<file path="config.mk">
export PLATFORM = sky130hd
export DESIGN_NAME = win_change_sched
export DESIGN_NICKNAME = d
export VERILOG_FILES = /design/src/rtl/win_change_sched_pkg.sv /design/src/rtl/win_change_rr_pick.sv /design/src/rtl/win_change_sched.sv
export SDC_FILE = /design/constraint.sdc
export NUM_CORES = 1
export LEC_CHECK = 0
export CORE_MARGIN = 1
export CORE_UTILIZATION = 50
export DETAILED_ROUTE_END_ITERATION = 12
export GPL_TIMING_DRIVEN = 0
export PLACE_DENSITY = 0.8
export SLEW_MARGIN = 20
export SYNTH_ARGS = -nofsm -noshare
export SYNTH_HDL_FRONTEND = slang
export SYNTH_SLANG_ARGS = --single-unit
</file>
<file path="constraint.sdc">
create_clock -name clk -period 3.5 [get_ports clk]
set_input_delay 0.525 -clock clk [delete_from_list [all_inputs] [get_ports clk]]
set_output_delay 0.525 -clock clk [all_outputs]
set_load 0.02 [all_outputs]
</file>
<file path="src/rtl/win_change_sched_pkg.sv">
`default_nettype none
// ============================================================================
// win_change_sched_pkg : shared types and helpers for the window-change scheduler
// Revision 1.0
// ============================================================================
package win_change_sched_pkg;

    typedef enum logic [0:0] {
        IDLE = 1'b0,
        OPEN = 1'b1
    } state_t;

    function automatic int idw_calc(input int n);
        return (n > 2) ? $clog2(n) : 1;
    endfunction

    // Requester count is capped at 16, so a 16-bit popcount covers every build.
    function automatic logic [4:0] popcount16(input logic [15:0] v);
        logic [4:0] n;
        n = '0;
        for (int i = 0; i < 16; i++) begin
            n = n + {4'd0, v[i]};
        end
        return n;
    endfunction

endpackage
`default_nettype wire

</file>
<file path="src/rtl/win_change_rr_pick.sv">
`default_nettype none
// ============================================================================
// win_change_rr_pick : combinational round-robin picker, scans from last+1
// Revision 1.0
// ============================================================================
module win_change_rr_pick #(
    parameter int NUM_REQ = 4,
    parameter int IDW     = 2
) (
    input  logic [NUM_REQ-1:0] req,
    input  logic [IDW-1:0]     last,
    output logic               valid,
    output logic [IDW-1:0]     winner
);

    int w_idx;

    always_comb begin
        valid  = 1'b0;
        winner = '0;
        w_idx  = 0;
        for (int k = 1; k <= NUM_REQ; k++) begin
            if (!valid) begin
                w_idx = (int'(last) + k) % NUM_REQ;
                if (req[w_idx]) begin
                    valid  = 1'b1;
                    winner = IDW'(w_idx);
                end
            end
        end
    end

endmodule
`default_nettype wire

</file>
<file path="src/rtl/win_change_sched.sv">
`default_nettype none
// ============================================================================
// win_change_sched : round-robin shared window-change checker with drop count
// Revision 1.0
// ============================================================================
module win_change_sched
    import win_change_sched_pkg::*;
#(
    parameter int  NUM_REQ = 4,
    parameter int  WIDTH   = 8,
    parameter int  MAX_WIN = 255,
    parameter int  CNT_W   = 16,
    localparam int IDW     = idw_calc(NUM_REQ)
) (
    input  logic                     clk,
    input  logic                     reset_n,
    input  logic [NUM_REQ-1:0]       start_event,
    input  logic [NUM_REQ-1:0]       end_event,
    input  logic [NUM_REQ*WIDTH-1:0] test_expr,
    output logic                     window,
    output logic [IDW-1:0]           grant_id,
    output logic                     fire,
    output logic [IDW-1:0]           fire_id,
    output logic                     timeout,
    output logic [IDW-1:0]           timeout_id,
    output logic [CNT_W-1:0]         drop_cnt
);

    localparam int C_CTR_W = $clog2(MAX_WIN + 1);

    state_t             r_state;
    logic [IDW-1:0]     r_last;
    logic [WIDTH-1:0]   r_baseline;
    logic               r_changed;
    logic [C_CTR_W-1:0] r_counter;

    logic               w_pick_valid;
    logic [IDW-1:0]     w_pick_id;
    logic [WIDTH-1:0]   w_cur_expr;
    logic               w_diff;
    logic [4:0]         w_start_cnt;
    logic [4:0]         w_drop_add;
    logic [CNT_W:0]     w_drop_sum;
    logic [CNT_W-1:0]   w_drop_next;

    win_change_rr_pick #(
        .NUM_REQ (NUM_REQ),
        .IDW     (IDW)
    ) u_pick (
        .req    (start_event),
        .last   (r_last),
        .valid  (w_pick_valid),
        .winner (w_pick_id)
    );

    always_comb begin
        w_cur_expr = test_expr[int'(grant_id)*WIDTH +: WIDTH];
        // if/else rather than a ternary so an X operand is treated as a change
        if (w_cur_expr == r_baseline) begin
            w_diff = 1'b0;
        end else begin
            w_diff = 1'b1;
        end
        w_start_cnt = popcount16(16'(start_event));
        if (r_state == IDLE) begin
            w_drop_add = w_pick_valid ? (w_start_cnt - 5'd1) : 5'd0;
        end else begin
            w_drop_add = w_start_cnt;
        end
        w_drop_sum  = {1'b0, drop_cnt} + (CNT_W+1)'(w_drop_add);
        w_drop_next = w_drop_sum[CNT_W] ? '1 : w_drop_sum[CNT_W-1:0];
    end

    always_ff @(posedge clk or negedge reset_n) begin
        if (!reset_n) begin
            r_state    <= IDLE;
            r_last     <= IDW'(NUM_REQ - 1);
            r_baseline <= '0;
            r_changed  <= 1'b0;
            r_counter  <= '0;
            window     <= 1'b0;
            grant_id   <= '0;
            fire       <= 1'b0;
            fire_id    <= '0;
            timeout    <= 1'b0;
            timeout_id <= '0;
            drop_cnt   <= '0;
        end else begin
            fire     <= 1'b0;
            timeout  <= 1'b0;
            drop_cnt <= w_drop_next;
            case (r_state)
                IDLE: begin
                    if (w_pick_valid) begin
                        grant_id   <= w_pick_id;
                        r_last     <= w_pick_id;
                        r_baseline <= test_expr[int'(w_pick_id)*WIDTH +: WIDTH];
                        r_changed  <= 1'b0;
                        r_counter  <= '0;
                        window     <= 1'b1;
                        r_state    <= OPEN;
                    end
                end
                OPEN: begin
                    if (r_counter != '1) begin
                        r_counter <= r_counter + C_CTR_W'(1);
                    end
                    if (w_diff) begin
                        r_changed <= 1'b1;
                    end
                    // End has priority over a timeout landing on the same cycle.
                    if (end_event[grant_id]) begin
                        window  <= 1'b0;
                        r_state <= IDLE;
                        if (!r_changed && !w_diff) begin
                            fire    <= 1'b1;
                            fire_id <= grant_id;
                        end
                    end else if (r_counter == C_CTR_W'(MAX_WIN - 1)) begin
                        timeout    <= 1'b1;
                        timeout_id <= grant_id;
                        window     <= 1'b0;
                        r_state    <= IDLE;
                    end
                end
                default: r_state <= IDLE;
            endcase
        end
    end

endmodule
`default_nettype wire
</file>
# Word-level counts from Yosys, hierarchy flattened
# Index checks and enable logic that the tools add are counted.
# W data, S select, Z words.
word_totals:
  reg_bits: 45
  input_bits: 42
  out_inout_bits: 25
  word_cells: 105
classes:
  add_sub_neg: 10
  order_cmp: 5
  eq_ne: 7
  n_shift: 2
  n_mux: 51
  bitwise_logic: 6
  reduce_logical: 12
ops:
  columns: ["cell", "n"]
  rows:
  - ["$shiftx A32 B6 Y8", 2]
  - ["$mux W1", 30]
  - ["$add A16 B5 Y17", 1]
  - ["$lt A3 B4 Y1 const B", 4]
  - ["$mux W16", 1]
  - ["$mux W8", 2]
  - ["$pmux W8 S2", 1]
  - ["$mux W2", 7]
  - ["$bmux W1 S2", 5]
  - ["$mux W5", 2]
  - ["$add A8 B1 Y8 const B", 1]
  - ["$eq A8 B8 Y1", 1]
  - ["$eq A8 B8 Y1 const B", 1]
  - ["$ne A8 B8 Y1 const B", 1]
  - ["$reduce_and A2 Y1", 4]
  - ["$reduce_or A2 Y1", 4]
  - ["$pmux W1 S2", 3]
  - ["$reduce_and A3 Y1", 2]
  - ["$sub A4 B1 Y5 const B", 1]
  - ["$add A2 B1 Y2 const B", 2]
  - ["$add A2 B2 Y2 const B", 2]
  - ["$add A3 B1 Y4", 1]
  - ["$and A1 B1 Y1 const A", 4]
  - ["$ne A2 B2 Y1 const B", 2]
  - ["8 further kinds", 9]

# Logic depth before layout (Yosys ltp)
depth:
  word_depth: 14
  mapped_depth: 17

# Modules after synthesis
# From an unflattened synthesis, not the netlist that was laid out.
hier_totals:
  cells_unflattened: 287
  area_unflattened_um2: 2862.7
by_module_without_submodules:
  columns: ["module", "n_inst", "cells_each", "area_per_inst_um2", "seq_area_each_um2"]
  rows:
  - ["win_change_sched", 1, 273, 2771.4, 1128.6]
  - ["win_change_rr_pick", 1, 14, 91.3, 0.0]

# Worst setup path after synthesis
# No wires, ideal clock.
synth_path:
  path_type: "in2reg"
  startpoint: "in start_event[0]"
  endpoint: "reg drop_cnt[14]"
  arrival_time_ns: 3.595
  t_required_ns: 3.373
  slack_ns: -0.222
  path_stages: 17
  n_path_buf: 0
  path_cell_list: "inv_1 > fa_1 > inv_1 > ha_1 > inv_1 > ha_1 > inv_1 > ha_1 > o21ai_1 > inv_1 > fa_1 > nor2b_1 > o21ai_1 > a21boi_1 > o211ai_1 > nor2_1 > mux2_1"
synth_between:
  elab_chain_cells: 11
  word_cells_on_any_way: 27
  classes_between: "5 x add/sub; 22 x mux"
synth_lines:
  columns: ["element", "line", "text"]
  rows:
  - ["from (decl)", "win_change_sched.sv:17", "input logic [NUM_REQ-1:0] start_event,"]
  - ["branches (longest 8 deep; another with $sub A4 B1 Y5)", null, null]
  - ["$mux W5 *", "win_change_sched.sv:65", "if (r_state == IDLE) begin"]
  - ["$add A16 B5 Y17 *", "win_change_sched.sv:70", "w_drop_sum = {1'b0, drop_cnt} + (CNT_W+1)'(w_drop_add);"]
  - ["$mux W16 *", "win_change_sched.sv:71", "w_drop_next = w_drop_sum[CNT_W] ? '1 : w_drop_sum[CNT_W-1:0];"]
  - ["via w_drop_next[14]", "win_change_sched.sv:44", "logic [CNT_W-1:0] w_drop_next;"]
  - ["to (signal assigned)", "win_change_sched.sv:91", "drop_cnt <= w_drop_next;"]
  - ["to (decl)", "win_change_sched.sv:26", "output logic [CNT_W-1:0] drop_cnt"]
# Mark *: on every way through the listed nets, which the timed path passes. The select of a mux whose other input is x is not followed.
# A chain may end at the register's enable or synchronous reset.

# Worst setup path after layout
layout_path:
  startpoint: "in start_event[3]"
  endpoint: "reg drop_cnt[13]"
layout_between:
  elab_chain_cells: 11
  word_cells_on_any_way: 25
  classes_between: "3 x add/sub; 22 x mux"
layout_lines:
  columns: ["element", "line", "text"]
  rows:
  - ["$bmux W1 S2", "win_change_rr_pick.sv:25", "if (req[w_idx]) begin"]
  - ["$mux W1 (not written as such) (2 in series)", "win_change_rr_pick.sv:25", null]
  - ["$mux W1", "win_change_rr_pick.sv:25", null]
  - ["$mux W1 (3 in series)", "win_change_rr_pick.sv:23", "if (!valid) begin"]
  - ["$mux W5", "win_change_sched.sv:66", "w_drop_add = w_pick_valid ? (w_start_cnt - 5'd1) : 5'd0;"]
  - ["$mux W5 *", "win_change_sched.sv:65", null]
  - ["$add A16 B5 Y17 *", "win_change_sched.sv:70", null]
  - ["$mux W16 *", "win_change_sched.sv:71", null]
  - ["via w_drop_next[13]", "win_change_sched.sv:44", null]
# Mark *: on every way through the listed nets, which the timed path passes. The rest lies on a longest branch. The select of a mux whose other input is x is not followed.

==> flow_summary.yaml <==
place:
  gp_congestion: 0.7571
  hpwl_um: 5100
  placed_cell_area_mm2: 0.003679
  place_ws_ns: -1.212
  place_inst: 422
  numPortBuffers: 66
finish:
  syn2layout_area_growth_pct: 39.48
  final_cells: 438
  fin_area_mm2: 0.004014
  drive_above_1_share: 0.1967
  final_nets: 421
  diodes: 0
clock_tree:
  cts_hold_buf: 0
  htreeDepth: 2
  clk_latency_ns: 0.30
  clk_pin_slew_worst_paths_ns: 0.08
  clock_path_buffers: 2
  root_buffer: "clkbuf_8"
  cts_tree: "done"
  cts_sinks: 45
  cts_buffers: 5
sta:
  setup_viol: 0
  setup_tns_ns: 0
  hold_ws_ns: 0.1302
  worst_slew_pin_slew_ns: 0.5819
  max_clock_freq_mhz: 290.8
  rsz0062_at_grt: "yes"
  clock_skew_ns: 0.007292
  fin_crit_ns: 3.439
  hold_violations: 0
  slew_viol_final: 0
  max_slew_margin: 0.6121
  timing.final.crit_share: 0.9826
  setup_ws_ns: 0.06093
setup_path:
  startpoint_type: "input port"
  r2r-start: "r_state$_DFF_PN0_"
  worst-r2r-setup-slack_ns: 0.45
  crit_path_end_kind: "register"
  reg2reg_to: "drop_cnt[14]$_DFF_PN0_"
  crit_required_ns: 3.69
  crit_fanout: 4
  crit_type: "in2reg"
  worstPathArrival_ns: 3.63
  rr_worst_depth: 14
yosys:
  syn_avg_cell_area_um2: 10.17
  ys_ff_latch: 45
  synth_edf_count: 0
  synth_top_flop_cell: "dfrtp_1"
  ys_seq_area_frac: 0.3922
  synthArstFlopShare: 1.000
  ys_types: 44
  synthTopCellsByArea: "dfrtp_1 (37%), mux4_1 (6.4%), mux2i_1 (6.3%)"
  synth_top_area_frac: 0.3739
  yosysWarnings: 0
  synth_top_area_cell: "dfrtp_1"
  syn_inst: 283
  synth.cell_area_mm2: 0.002878
  synth_nets: 339
power_and_ir_drop:
  p_per_area_mw_per_mm2: 721.8
  p_leak_nw: 1.782
  irDropWorstVdd_mv: 0.4932
floorplanning:
  io-pin-count: 67
  dieArea_mm2: 0.006063
  dieWidth_um: 77.87
  core_mm2: 0.005540
  placementRows: 27
  start_util: 0.5194
  die_h_um: 77.87
global_route:
  top_usage_layer: "met2"
  use_met3: 0.04824
  use_met1: 0.2860
  grt_max_degree: 32
  grt-ovfl-total: 0
  antenna_found_initial: 0
  grt_pass1_wl_um: 11420
  grtUsageMet2: 0.4416
  groute.usage.overall: 0.2419
  grt_pass1_vias: 2518
drt:
  routedWlPerCell_um: 16.12
  first_pass_iters: 6
  ant_nets: 0
  num_vias: 2411
  drt-initial-drc-count: 82
  drc: 0
  via_per_inst: 5.505
  routed_wl_um: 7059
worst_hold_path:
  hold_class: "in2async"
run:
  cap_violations: 0
outcome:
  outcome: "completed"
-- metal layers --
metal,routed length (um),vias to the layer above,share of wire
li1,-,1156,-
met4,112,0,0.016
met5,0,-,0
met3,357,9,0.051
met1,3069,1178,0.43
met2,3520,68,0.50
-- power by group --
part / internal, W / switching [W]
sequential: 0.000705 / 0.000160
clock: 0.000233 / 0.000171
combinational: 0.000814 / 0.000814
total: 0.00175 / 0.00115
-- cells in the mapped netlist, types with 3 or more instances --
| master | count |
|---|---|
| a21oi_1 | 9 |
| and3_1 | 4 |
| buf_2 | 3 |
| clkbuf_1 | 7 |
| dfrtp_1 | 43 |
| ha_1 | 12 |
| inv_1 | 18 |
| mux2_1 | 5 |
| mux2_2 | 9 |
| mux2i_1 | 18 |
| mux4_1 | 7 |
| nand2_1 | 36 |
| nand2b_1 | 5 |
| nand3_1 | 6 |
| nand4_1 | 6 |
| nor2_1 | 21 |
| nor2b_1 | 3 |
| o21ai_0 | 7 |
| o21ai_1 | 14 |
| xnor2_1 | 13 |
| xor2_1 | 7 |
-- what timing repair did --
| action | 4_1_cts | 5_1_grt |
|---|---|---|
| pin swaps | 14 | 11 |
| setup buffers | 5 | 5 |
| setup endpoints to repair | 16 | 15 |
| gates resized for setup | 33 | 18 |
-- through the flow --
stage / utilization / total power (W)
6_report: 0.7245 / 0.002897
4_1_cts: 0.7064 / 0.002848
3_3_place_gp: 0.6612 / 0.002292
3_5_place_dp: 0.6640 / 0.002343
5_1_grt: 0.7245 / 0.003093
2_1_floorplan: - / 0.001868
-- layout make-up --
class | count | area, um2
Multi-Input combinational cell | 208 | 1763
Fill cell | 419 | 1526
Sequential cell | 45 | 1129
Timing Repair Buffer | 77 | 767.0
Tap cell | 72 | 90.09
Clock buffer | 7 | 86.33
Inverter | 18 | 82.58
Buffer | 10 | 66.31
Clock inverter | 1 | 30.03
-- worst max-delay path, cell delays in order --
cell,delay [ns]
buf_12,0.09
inv_8,0.03
fa_1,0.47
inv_1,0.09
ha_2,0.19
inv_2,0.05
ha_4,0.27
inv_4,0.04
ha_4,0.15
ha_4,0.27
o22ai_4,0.08
ha_4,0.28
buf_4,0.10
a21oi_2,0.06
o21a_1,0.23
nor3_4,0.21
and3_1,0.20
mux2_4,0.30
-- cell usage in the layout (no fill, tap or decap), types with 7 or more instances in the layout --
master and count:
o21ai_0 7, nand2_1 36, mux4_1 7, buf_4 11
clkbuf_8 7, inv_1 12, mux2i_1 18, ha_1 7
dfrtp_1 43, clkdlybuf4s50_1 62, o21ai_1 12, xor2_1 7
nor2_1 20, xnor2_1 13, a21oi_1 8, mux2_2 8
-- how the worst max path moves through the flow --
| stage | start | end | slack (ns) | depth (start not counted) |
|---|---|---|---|---|
| floorplan | start_event[3] | drop_cnt[14]$_DFF_PN0_ | -0.06 | 17 |
| CTS | start_event[1] | drop_cnt[13]$_DFF_PN0_ | 0.0003 | 18 |
| global route | start_event[3] | drop_cnt[14]$_DFF_PN0_ | -0.08 | 19 |
| finish | start_event[3] | drop_cnt[13]$_DFF_PN0_ | 0.06 | 18 |
| detailed placement | start_event[3] | drop_cnt[2]$_DFF_PN0_ | -1.21 | 18 |
| global placement | start_event[3] | drop_cnt[2]$_DFF_PN0_ | -1.07 | 18 |
-- cells by family after synthesis --
group,after synthesis,synth area share
simple gates,89,0.1444
flops,45,0.3922
mux,43,0.2074
compound gates,42,0.08478
buf+inv,30,0.04435
xor+xnor,20,0.06087
fa+ha+maj,14,0.06609
-- state kept, by name, summed over array words and instances (netlist names), 2 cells and up --
name	cells
timeout_id	2
fire_id	2
drop_cnt	16
r_baseline	8
r_counter	8
r_last	2
grant_id	2
Note: power is estimated with default switching activity, not from simulation.
